## src/rtl/phy_link_sync_ctrl.sv

```systemverilog
// phy_link_sync_ctrl: COM-based lane sync, data forwarding and stall-driven loss of sync
module phy_link_sync_ctrl #(
  parameter logic [7:0] COMMA      = 8'hBC,
  parameter int         SYNC_COUNT = 4,
  parameter int         LOSS_COUNT = 3
) (
  input  logic       clk,
  input  logic       reset,
  input  logic [7:0] rx_data,
  input  logic       rx_valid,
  output logic       active,
  output logic       unstrip_reset,
  output logic [7:0] data_out,
  output logic       data_valid,
  output logic [1:0] state_dbg,
  output logic [7:0] loss_cnt
);
  typedef enum logic [1:0] {SEARCH = 2'd0, COUNT = 2'd1, SYNCED = 2'd2, DATA = 2'd3} state_t;
  state_t     state_q, state_d;
  logic       active_q, active_d, unstrip_reset_q, unstrip_reset_d, data_valid_q, data_valid_d;
  logic [7:0] data_out_q, data_out_d, loss_cnt_q, loss_cnt_d;
  logic [3:0] com_cnt_q, com_cnt_d, stall_cnt_q, stall_cnt_d;
  logic       is_com, is_dat;
  assign is_com = rx_valid && rx_data == COMMA;
  assign is_dat = rx_valid && rx_data != COMMA;
  always_comb begin
    state_d      = state_q;
    com_cnt_d    = com_cnt_q;
    stall_cnt_d  = 4'd0;
    data_out_d   = data_out_q;
    data_valid_d = 1'b0;
    loss_cnt_d   = loss_cnt_q;
    case (state_q)
      SEARCH: if (is_com) begin
        state_d   = COUNT;
        com_cnt_d = 4'd1;
      end
      COUNT: if (is_com) begin
        com_cnt_d = com_cnt_q + 4'd1;
        state_d   = com_cnt_q == 4'(SYNC_COUNT - 1) ? SYNCED : COUNT;
      end else if (is_dat) begin
        state_d   = SEARCH;
        com_cnt_d = 4'd0;
      end
      default: begin
        stall_cnt_d = rx_valid ? 4'd0 : stall_cnt_q + 4'd1;
        if (is_dat) begin
          state_d      = DATA;
          data_out_d   = rx_data;
          data_valid_d = 1'b1;
        end
        if (!rx_valid && stall_cnt_q == 4'(LOSS_COUNT - 1)) begin
          state_d     = SEARCH;
          com_cnt_d   = 4'd0;
          stall_cnt_d = 4'd0;
          loss_cnt_d  = loss_cnt_q == 8'hFF ? loss_cnt_q : loss_cnt_q + 8'd1;
        end
      end
    endcase
    active_d        = state_d == SYNCED || state_d == DATA;
    unstrip_reset_d = state_d != DATA;
  end
  always_ff @(posedge clk) begin
    if (reset) begin
      state_q         <= SEARCH;
      active_q        <= 1'b0;
      unstrip_reset_q <= 1'b1;
      data_out_q      <= 8'h00;
      data_valid_q    <= 1'b0;
      loss_cnt_q      <= 8'h00;
      com_cnt_q       <= 4'd0;
      stall_cnt_q     <= 4'd0;
    end else begin
      state_q         <= state_d;
      active_q        <= active_d;
      unstrip_reset_q <= unstrip_reset_d;
      data_out_q      <= data_out_d;
      data_valid_q    <= data_valid_d;
      loss_cnt_q      <= loss_cnt_d;
      com_cnt_q       <= com_cnt_d;
      stall_cnt_q     <= stall_cnt_d;
    end
  end
  assign active        = active_q;
  assign unstrip_reset = unstrip_reset_q;
  assign data_out      = data_out_q;
  assign data_valid    = data_valid_q;
  assign state_dbg     = state_q;
  assign loss_cnt      = loss_cnt_q;
endmodule

```

## config.mk

```make
export PLATFORM = sky130hd
export DESIGN_NAME = phy_link_sync_ctrl
export DESIGN_NICKNAME = d
export VERILOG_FILES = /design/src/rtl/phy_link_sync_ctrl.sv
export SDC_FILE = /design/constraint.sdc
export NUM_CORES = 1
export LEC_CHECK = 0
export ABC_AREA = 1
export BUFFER_PORTS_ARGS = -buffer_cell sky130_fd_sc_hd__buf_2
export CORE_UTILIZATION = 56
export CTS_CLUSTER_DIAMETER = 40
export DETAILED_ROUTE_END_ITERATION = 6
export PLACE_DENSITY = 0.83
export SLEW_MARGIN = 40
export SYNTH_ARGS = -nofsm -noshare
export SYNTH_HDL_FRONTEND = slang
export SYNTH_SLANG_ARGS = --single-unit
```

## constraint.sdc

```tcl
create_clock -name clk -period 2.5 [get_ports clk]
set_clock_uncertainty 0.15 [all_clocks]
set_input_delay 0.5 -clock clk [delete_from_list [all_inputs] [get_ports clk]]
set_output_delay 0.5 -clock clk [all_outputs]
set_load 0.005 [all_outputs]
```

==> results of run 1 <==
==> logic make-up after synthesis <==
kind of cell | after synthesis
AO/OA/AOI/OAI | 26
buffers and inverters | 20
XOR/XNOR | 9
adder cells (fa/ha/maj) | 4
AND/OR/NAND/NOR | 98
flip-flops | 29
==> layout make-up <==
type | count | area (sq um) | area share
clock buffers | 7 | 55.1 | 0.0338
clock inverters | 1 | 30.0 | 0.0185
inverters | 17 | 65.1 | 0.0400
multi-input cells | 137 | 706 | 0.434
flip-flops and latches | 29 | 581 | 0.357
well taps | 28 | 35.0 | 0.0215
repair buffers | 31 | 155 | 0.0954
==> sequential cells by signal (all words and copies together), names as in the netlist <==
name	cells
data_valid	1
state_dbg	2
com_cnt_q	4
stall_cnt_q	4
active	1
data_out	8
loss_cnt	8
unstrip_reset	1
==> routing by layer <==
layer	global-route usage	wire, microns	vias to the layer above	part of all wire
met1	0.267	1190	604	0.41
met2	0.444	1460	46	0.50
li1	-	-	666	-
met4	0.122	63	0	0.022
met5	0	0	-	0
met3	0.0952	193	8	0.066
==> worst paths after layout <==
kind                                           startpoint                         to  cells past startpoint
worst max-delay path              state_dbg[1]$_SDFF_PP0_               state_dbg[1]                      1
worst min-delay path                           rx_data[6]   data_out[6]$_SDFFE_PP0P_                      3
worst max register to register   loss_cnt[0]$_SDFFE_PP0P_   loss_cnt[0]$_SDFFE_PP0P_                      8
worst min register to register  stall_cnt_q[0]$_SDFF_PP0_  stall_cnt_q[0]$_SDFF_PP0_                      1
==> power groups by stage <==
| stage | Clock, mW | Combinational [mW] | Sequential (mW) |
|---|---|---|---|
| 6_report | 0.400 | 0.0286 | 0.462 |
| 5_1_grt | 0.430 | 0.0313 | 0.462 |
| 4_1_cts | 0.406 | 0.0281 | 0.462 |
| 3_5_place_dp | 0 | 0.0277 | 0.472 |
| 3_3_place_gp | 0 | 0.0266 | 0.472 |
| 2_1_floorplan | 0 | 0.0154 | 0.472 |
==> through the flow <==
step,std cells,setup WS (ps),instance area (sq um),hold WS [ps],util
final,250,832,1630,278,0.721
after CTS,250,828,1630,271,0.721
after global routing,250,690,1630,258,0.721
after global placement,242,873,1540,293,0.684
after detailed placement,242,828,1540,298,0.684
after floorplan,186,1030,1370,280,-
==> layout by cell type (no fill, tap or decap), drive strengths merged, types with 5 or more instances in the layout <==
cell type,netlist,final
nand2,56,56
nand3,10,10
a21oi,22,22
buf,1,31
dfxtp,29,29
nand4,6,6
xor2,5,5
inv,16,16
clkbuf,2,7
nor2,26,26
==> results.py, run 1 <==
metrics = {
    "outcome": {
        "status": "completed",
    },
    "synthesis": {
        "synth_mux_area_frac": 0,
        "synth.cells.most_frequent": "54 x sky130_fd_sc_hd__nand2_1, 29 x sky130_fd_sc_hd__dfxtp_1, 22 x sky130_fd_sc_hd__a21oi_1",
        "netlist_area_sq_um": 1370,
        "synthTopCellsByArea": "sky130_fd_sc_hd__dfxtp_1 42%, sky130_fd_sc_hd__nand2_1 15%, sky130_fd_sc_hd__a21oi_1 8.0%",
        "post_synth_inst_count": 186,
        "synthMostInstantiatedCell": "sky130_fd_sc_hd__nand2_1",
        "synth-warning-count": 0,
        "synth-compound-area-share": 0.103,
        "synth_async_sr_flop_share": 0,
        "synth_cell_types": 21,
        "number_of_flops_mapped_to_enable_cells_by_yosys": 0,
        "synth_top_family_by_area": "simple AND/OR/NAND/NOR gates",
        "sequential_cell_area_fraction_in_the_yosys_report": 0.424,
        "synth_largest_type_area_fraction": 0.424,
        "synth.net_count": 201,
        "cell_type_with_the_largest_total_area_after_synthesis": "sky130_fd_sc_hd__dfxtp_1",
        "postSynth.topFlopCell": "sky130_fd_sc_hd__dfxtp_1",
        "synth_xor_area_frac": 0.0575,
        "synth_area_per_cell_sq_um": 7.37,
        "synthAdderAreaFrac": 0.0365,
        "synthSimpleGateAreaFrac": 0.318,
        "synth.ff_latch_count": 29,
    },
    "floorplanning": {
        "fp.dieArea_sq_um": 2650,
        "initial_core_util": 0.608,
        "floorplan.die.width_microns": 51.5,
        "die_y_microns": 51.5,
        "placement_rows": 17,
        "floorplan.core_area_sq_um": 2250,
        "ioPinCount": 32,
    },
    "global_routing": {
        "antenna_found_initial": 0,
        "grt_pass1_wl_microns": 4870,
        "grt_pass1_vias": 1163,
        "groute.usage.overall": 0.255,
        "globalRoute.totalOverflow": 0,
        "grt_max_degree": 24,
    },
    "cts": {
        "cts-hold-fix-buffers": 0,
        "clkTransAtPathRegs_ps": 100,
        "htree_levels": 2,
        "clkLatencyLatePin_ps": 330,
        "cts_resized": 0,
        "clock_tree.buffer_depth": 2,
        "numClockSinks": 29,
        "postCtsSetupRepairBufs": 0,
        "cts_made_buffers": 5,
        "tritoncts": "done",
        "clock-root-buffer": "sky130_fd_sc_hd__clkbuf_4",
    },
    "power_and_ir_drop": {
        "power_density_nw_per_um2": 548,
        "peakVddDrop_mv": 0.442,
        "switching_power_uw": 182,
        "internal_power_contribution_uw": 709,
        "power_frac_clock": 0.450,
        "power.leakage_nw": 0.696,
        "total_power_uw": 891,
        "switching_power_as_a_share_of_total_power": 0.204,
        "pwr-share-seq": 0.518,
        "combinationalPowerShare": 0.032,
    },
    "setup_path": {
        "timing.critical_path.max_delay_family": "flip-flops",
        "type_of_destination_of_the_critical_path": "output pin",
        "register_to_register_setup_slack_ps": 850,
        "critPathMaxFanout": 7,
        "critical_path.slowest_cell": "sky130_fd_sc_hd__dfxtp_1",
        "worstPathRequired_ps": 1850,
        "cp_cell_sequence": "buf_2",
        "critical-path-max-stage-delay_ps": 510,
        "criticalPathCategory": "reg2out",
        "start_kind": "flop",
        "critPathArrivalTime_ps": 1020,
        "cp.buffers_inverters": 1,
    },
    "timing": {
        "finalWorstPathRequiredPeriod_ps": 1670,
        "final_max_slew_viol_count": 0,
        "slew-limit-headroom": 0.718,
        "unrepaired_setup_endpoints_after_global_routing": "false",
        "setup_viol": 0,
        "worst_margin_pin_slew_ps": 422,
        "timing.setup.tns_ps": 0,
        "report.final.hold_viol_count": 0,
        "achievable-frequency_mhz": 599,
        "share_of_the_cycle_needed_by_the_critical_path_after_routing": 0.667,
    },
    "hold_path": {
        "worstHoldPathType": "in2reg",
    },
    "placed_design": {
        "dp_hpwl_microns": 2090,
        "portBuffers": 31,
        "gp_congestion": 0.816,
    },
    "job": {
        "max-cap-violations": 0,
    },
    "detailed_routing": {
        "drc": 0,
        "drt_iter0_markers": 35,
        "drt_pass1_iterations": 5,
        "drt-vias-per-instance": 5.30,
        "wl_per_cell_microns": 11.6,
        "drtAntennaViolNets": 0,
        "route.final.wire_length_microns": 2900,
        "routed-via-count": 1324,
    },
    "cells_and_area": {
        "antennaDiodeCount": 0,
        "finalNetCount": 236,
        "n_fill_cell": 186,
        "share_of_post_route_cells_with_drive_strength_above_1": 0.239,
        "areaGrowthSynthToFinish_pct": 18.7,
    },
}
No activity file was read; power rests on OpenSTA's default activity.
==> run 2, diff against run 1 <==
CORE_UTILIZATION = 52   (was 56)
PLACE_DENSITY = 0.78   (was 0.83)
clock period = 1.67 ns   (was 2.5 ns; I/O delays follow)
==> results.py, run 2 (same netlist as run 1, synthesis figures left out) <==
metrics = {
    "setup_path": {
        "crit_path_frequent_cell": "sky130_fd_sc_hd__nand2_1",
        "worstPathRequired_ps": 1790,
        "cp_cell_sequence": "ha_2 > nand2_1 > nor2_2 > nand2_2 > o21ai_4 > nand2_1 > a21oi_1",
        "type_of_destination_of_the_critical_path": "flop",
        "start_kind": "flop",
        "timing.critical_path.max_delay_family": "compound AO/OA/AOI/OAI gates",
        "r2r.worst_path.cells": 7,
        "critical_path_depth": 7,
        "critPathMaxFanout": 8,
        "critPathArrivalTime_ps": 1650,
        "critical_path.slowest_cell": "sky130_fd_sc_hd__dfxtp_2",
        "critical-path-max-stage-delay_ps": 370,
        "criticalPathCategory": "reg2reg",
        "cp.buffers_inverters": 0,
    },
    "hold_path": {
        "hold_path_depth": 3,
        "worstHoldPathType": "in2reg",
    },
    "floorplanning": {
        "floorplan.die.width_microns": 53.3,
        "floorplan.core_area_sq_um": 2480,
        "fp.dieArea_sq_um": 2840,
        "ioPinCount": 32,
        "placement_rows": 18,
        "initial_core_util": 0.553,
        "die_y_microns": 53.3,
    },
    "timing": {
        "final_max_slew_viol_count": 0,
        "fin_ws_ps": 135,
        "report.final.hold_viol_count": 0,
        "share_of_the_cycle_needed_by_the_critical_path_after_routing": 0.919,
        "setup_viol": 0,
        "finalWorstPathRequiredPeriod_ps": 1540,
        "timing.setup.tns_ps": 0,
        "slew-limit-headroom": 0.815,
        "worst_margin_pin_slew_ps": 277,
        "achievable-frequency_mhz": 651,
        "unrepaired_setup_endpoints_after_global_routing": "false",
    },
    "cts": {
        "postCtsSetupRepairBufs": 0,
        "htree_levels": 2,
        "numClockSinks": 29,
        "clock-root-buffer": "sky130_fd_sc_hd__clkbuf_4",
        "cts_resized": 0,
        "cts_made_buffers": 5,
        "clkTransAtPathRegs_ps": 90,
        "tritoncts": "done",
        "cts-hold-fix-buffers": 0,
        "clock_tree.buffer_depth": 2,
        "clkLatencyLatePin_ps": 330,
    },
    "cells_and_area": {
        "n_fill_cell": 240,
        "finalNetCount": 237,
        "share_of_post_route_cells_with_drive_strength_above_1": 0.256,
        "antennaDiodeCount": 0,
        "finish.instance_area_sq_um": 1610,
        "layout.cells.most_common_list": "54 x sky130_fd_sc_hd__nand2_1, 31 x sky130_fd_sc_hd__buf_2, 27 x sky130_fd_sc_hd__dfxtp_1",
        "areaGrowthSynthToFinish_pct": 17.4,
        "number_of_standard_cells_in_the_final_layout_excluding_fillers": 253,
        "mostFrequentLayoutCell": "sky130_fd_sc_hd__nand2_1",
    },
    "detailed_routing": {
        "drt_iter0_markers": 41,
        "drc": 0,
        "route.final.wire_length_microns": 2830,
        "routed-via-count": 1321,
        "wl_per_cell_microns": 11.2,
        "drtAntennaViolNets": 0,
        "drt_pass1_iterations": 4,
        "drt-vias-per-instance": 5.22,
    },
    "global_routing": {
        "grt_pass1_vias": 1103,
        "grt_max_degree": 14,
        "globalRoute.totalOverflow": 0,
        "groute.usage.overall": 0.226,
        "grt_pass1_wl_microns": 4530,
        "met3_use_gr": 0.109,
        "globalRoute.busiestLayer": "met2",
        "antenna_found_initial": 0,
        "routing_usage_on_met1": 0.264,
        "met2_demand_to_capacity_share_in_global_routing": 0.342,
    },
    "power_and_ir_drop": {
        "power_density_nw_per_um2": 710,
        "power.leakage_nw": 0.686,
        "total_power_mw": 1.14,
        "peakVddDrop_mv": 0.675,
    },
    "placed_design": {
        "placedInstanceArea_sq_um": 1550,
        "dp_hpwl_microns": 2100,
        "portBuffers": 31,
        "dpl.cell_count": 245,
        "gp_congestion": 0.838,
        "preCtsSetupSlack_ps": 86.2,
    },
    "outcome": {
        "status": "completed",
    },
    "job": {
        "max-cap-violations": 0,
    },
}
run 2: worst register-to-register path, delay by kind of cell, from the launching register on:
family / cells / cell delay, ps
AND/OR/NAND/NOR: 4 / 340
AO/OA/AOI/OAI: 2 / 410
adder cells (fa/ha/maj): 1 / 210
flip-flops: 1 / 370
run 2: cell type report:
class,instances,area (sq um),area share
sequential,29,583,0.363
inverter,17,65.1,0.0405
multi-input combinational,137,708,0.440
clock buffer,6,41.3,0.0257
tap,30,37.5,0.0233
timing repair buffer,32,163,0.101
clock inverter,2,10.0,0.00623
run 2: path summary, 6_finish.rpt:
check,startpoint,end,slack [ps]
setup / recovery,loss_cnt[0]$_SDFFE_PP0P_,loss_cnt[5]$_SDFFE_PP0P_,130
hold / removal,rx_data[6],data_out[6]$_SDFFE_PP0P_,100
setup reg to reg,loss_cnt[0]$_SDFFE_PP0P_,loss_cnt[5]$_SDFFE_PP0P_,130
hold reg to reg,data_out[2]$_SDFFE_PP0P_,data_out[2]$_SDFFE_PP0P_,320
run 2: layer usage:
layer | up-vias | part of all wire
li1 | 667 | -
met1 | 607 | 0.46
met2 | 40 | 0.47
met3 | 7 | 0.058
met4 | 0 | 0.015
met5 | - | 0
run 2: per-stage QoR:
step                hold slack (ps)  utilization
detailed placement              304        0.626
CTS                            95.9        0.647
global route                    111        0.649
floorplan                       253            -
global placement                294        0.626
finish                          102        0.649
run 2: where the power goes:
group	leakage [nW]	internal, mW	switching [mW]
logic	0.419	0.0147	0.0292
clock network	0.0320	0.160	0.246
registers	0.235	0.691	0.0000947
total	0.686	0.865	0.275
==> run 3, diff against run 2 <==
BUFFER_PORTS_ARGS = -buffer_cell sky130_fd_sc_hd__buf_4   (was -buffer_cell sky130_fd_sc_hd__buf_2)
CTS_CLUSTER_SIZE = 14   (was default)
==> results.py, run 3 (same netlist as run 1, synthesis figures left out) <==
metrics = {
    "timing": {
        "slew-limit-headroom": 0.808,
        "setup_viol": 0,
        "final_max_slew_viol_count": 0,
        "finalWorstPathRequiredPeriod_ps": 1540,
        "unrepaired_setup_endpoints_after_global_routing": "false",
        "achievable-frequency_mhz": 651,
        "timing.setup.tns_ps": 0,
        "report.final.hold_viol_count": 0,
        "worst_margin_pin_slew_ps": 288,
        "share_of_the_cycle_needed_by_the_critical_path_after_routing": 0.919,
    },
    "cells_and_area": {
        "finalNetCount": 236,
        "mostFrequentLayoutCell": "sky130_fd_sc_hd__nand2_1",
        "layout.cells.most_common_list": "54 x sky130_fd_sc_hd__nand2_1, 31 x sky130_fd_sc_hd__buf_4, 27 x sky130_fd_sc_hd__dfxtp_1",
        "share_of_post_route_cells_with_drive_strength_above_1": 0.243,
        "finish.instance_area_sq_um": 1680,
        "antennaDiodeCount": 0,
        "n_fill_cell": 213,
        "number_of_standard_cells_in_the_final_layout_excluding_fillers": 252,
        "areaGrowthSynthToFinish_pct": 22.3,
    },
    "hold_path": {
        "worst_hold_path.endpoint": "data_out[6]$_SDFFE_PP0P_",
        "worstHoldPathType": "in2reg",
        "worst_hold_startpoint": "rx_data[6]",
        "hold_path_depth": 3,
    },
    "detailed_routing": {
        "route.final.wire_length_microns": 2880,
        "drtAntennaViolNets": 0,
        "routed-via-count": 1324,
        "drt_pass1_iterations": 4,
        "drc": 0,
        "drt_iter0_markers": 27,
        "drt-vias-per-instance": 5.25,
        "wl_per_cell_microns": 11.4,
    },
    "setup_path": {
        "worstPathRequired_ps": 1780,
        "criticalPathCategory": "reg2reg",
        "regToRegStartpoint": "loss_cnt[0]$_SDFFE_PP0P_",
        "critPathMaxFanout": 8,
        "worstReg2RegEnd": "loss_cnt[6]$_SDFFE_PP0P_",
        "register_to_register_setup_slack_ps": 130,
        "critPathArrivalTime_ps": 1640,
        "start_kind": "flop",
        "type_of_destination_of_the_critical_path": "flop",
        "r2r.worst_path.cells": 7,
    },
    "floorplanning": {
        "initial_core_util": 0.553,
        "die_y_microns": 53.3,
        "floorplan.die.width_microns": 53.3,
        "placement_rows": 18,
        "ioPinCount": 32,
        "fp.dieArea_sq_um": 2840,
        "floorplan.core_area_sq_um": 2480,
    },
    "cts": {
        "cts_made_buffers": 5,
        "numClockSinks": 29,
        "htree_levels": 2,
        "clkLatencyLatePin_ps": 330,
        "tritoncts": "done",
        "clkTransAtPathRegs_ps": 90,
        "cts-hold-fix-buffers": 0,
        "cts_resized": 0,
        "clock_tree.buffer_depth": 2,
        "postCtsSetupRepairBufs": 0,
        "clock-root-buffer": "sky130_fd_sc_hd__clkbuf_4",
    },
    "global_routing": {
        "groute.usage.overall": 0.240,
        "grt_pass1_wl_microns": 4850,
        "globalRoute.totalOverflow": 0,
        "antenna_found_initial": 0,
        "grt_max_degree": 24,
        "grt_pass1_vias": 1183,
    },
    "placed_design": {
        "dp_hpwl_microns": 2120,
        "gp_congestion": 0.807,
        "placedInstanceArea_sq_um": 1620,
        "portBuffers": 31,
        "dpl.cell_count": 244,
    },
    "job": {
        "max-cap-violations": 0,
    },
    "power_and_ir_drop": {
        "power.leakage_nw": 0.683,
        "power_density_nw_per_um2": 678,
        "peakVddDrop_mv": 0.554,
    },
    "outcome": {
        "status": "completed",
    },
}
[run 3: report_power, final]
| group | internal (mW) | switching [mW] |
|---|---|---|
| logic | 0.0199 | 0.0285 |
| clock network | 0.167 | 0.230 |
| registers | 0.691 | 0.0000924 |
| total | 0.878 | 0.259 |
[run 3: worst max-delay path: stages (launching register included)]
cell and delay (ps):
sky130_fd_sc_hd__dfxtp_2 370, sky130_fd_sc_hd__ha_2 210, sky130_fd_sc_hd__nand2_1 70, sky130_fd_sc_hd__nor2_2 100
sky130_fd_sc_hd__nand2_2 90, sky130_fd_sc_hd__o21ai_4 250, sky130_fd_sc_hd__nand2_1 80, sky130_fd_sc_hd__a21oi_1 140
[run 3: routing by layer]
| metal | track usage | share of wire |
|---|---|---|
| met5 | 0 | 0 |
| met4 | 0.118 | 0.018 |
| met3 | 0.0690 | 0.049 |
| met2 | 0.394 | 0.49 |
| met1 | 0.280 | 0.44 |
[run 3: worst max-delay path by stage]
stage | startpoint | endpoint | slack, ps | cells after the start
final | loss_cnt[0]$_SDFFE_PP0P_ | loss_cnt[6]$_SDFFE_PP0P_ | 130 | 7
after global routing | loss_cnt[0]$_SDFFE_PP0P_ | loss_cnt[7]$_SDFFE_PP0P_ | 10 | 7
after CTS | loss_cnt[0]$_SDFFE_PP0P_ | loss_cnt[6]$_SDFFE_PP0P_ | 90 | 8
after detailed placement | loss_cnt[0]$_SDFFE_PP0P_ | loss_cnt[6]$_SDFFE_PP0P_ | 110 | 8
after global placement | loss_cnt[0]$_SDFFE_PP0P_ | loss_cnt[7]$_SDFFE_PP0P_ | 170 | 8
after floorplan | loss_cnt[0]$_SDFFE_PP0P_ | loss_cnt[5]$_SDFFE_PP0P_ | 200 | 8
[run 3: through the flow]
stage	hold WS, ps	total power, mW	utilization	worst slack, ps
3_3_place_gp	295	0.755	0.655	170
2_1_floorplan	253	0.730	-	205
5_1_grt	121	1.18	0.676	14.1
4_1_cts	125	1.15	0.674	85.3
3_5_place_dp	305	0.755	0.655	110
6_report	131	1.14	0.676	135
[run 3: area by class of cell]
type	instances	area, sq um	share of cell area
clock buffer	8	48.8	0.0291
tap	30	37.5	0.0224
sequential	29	583	0.348
timing repair buffer	31	233	0.139
inverter	17	65.1	0.0388
multi-input combinational	137	708	0.423
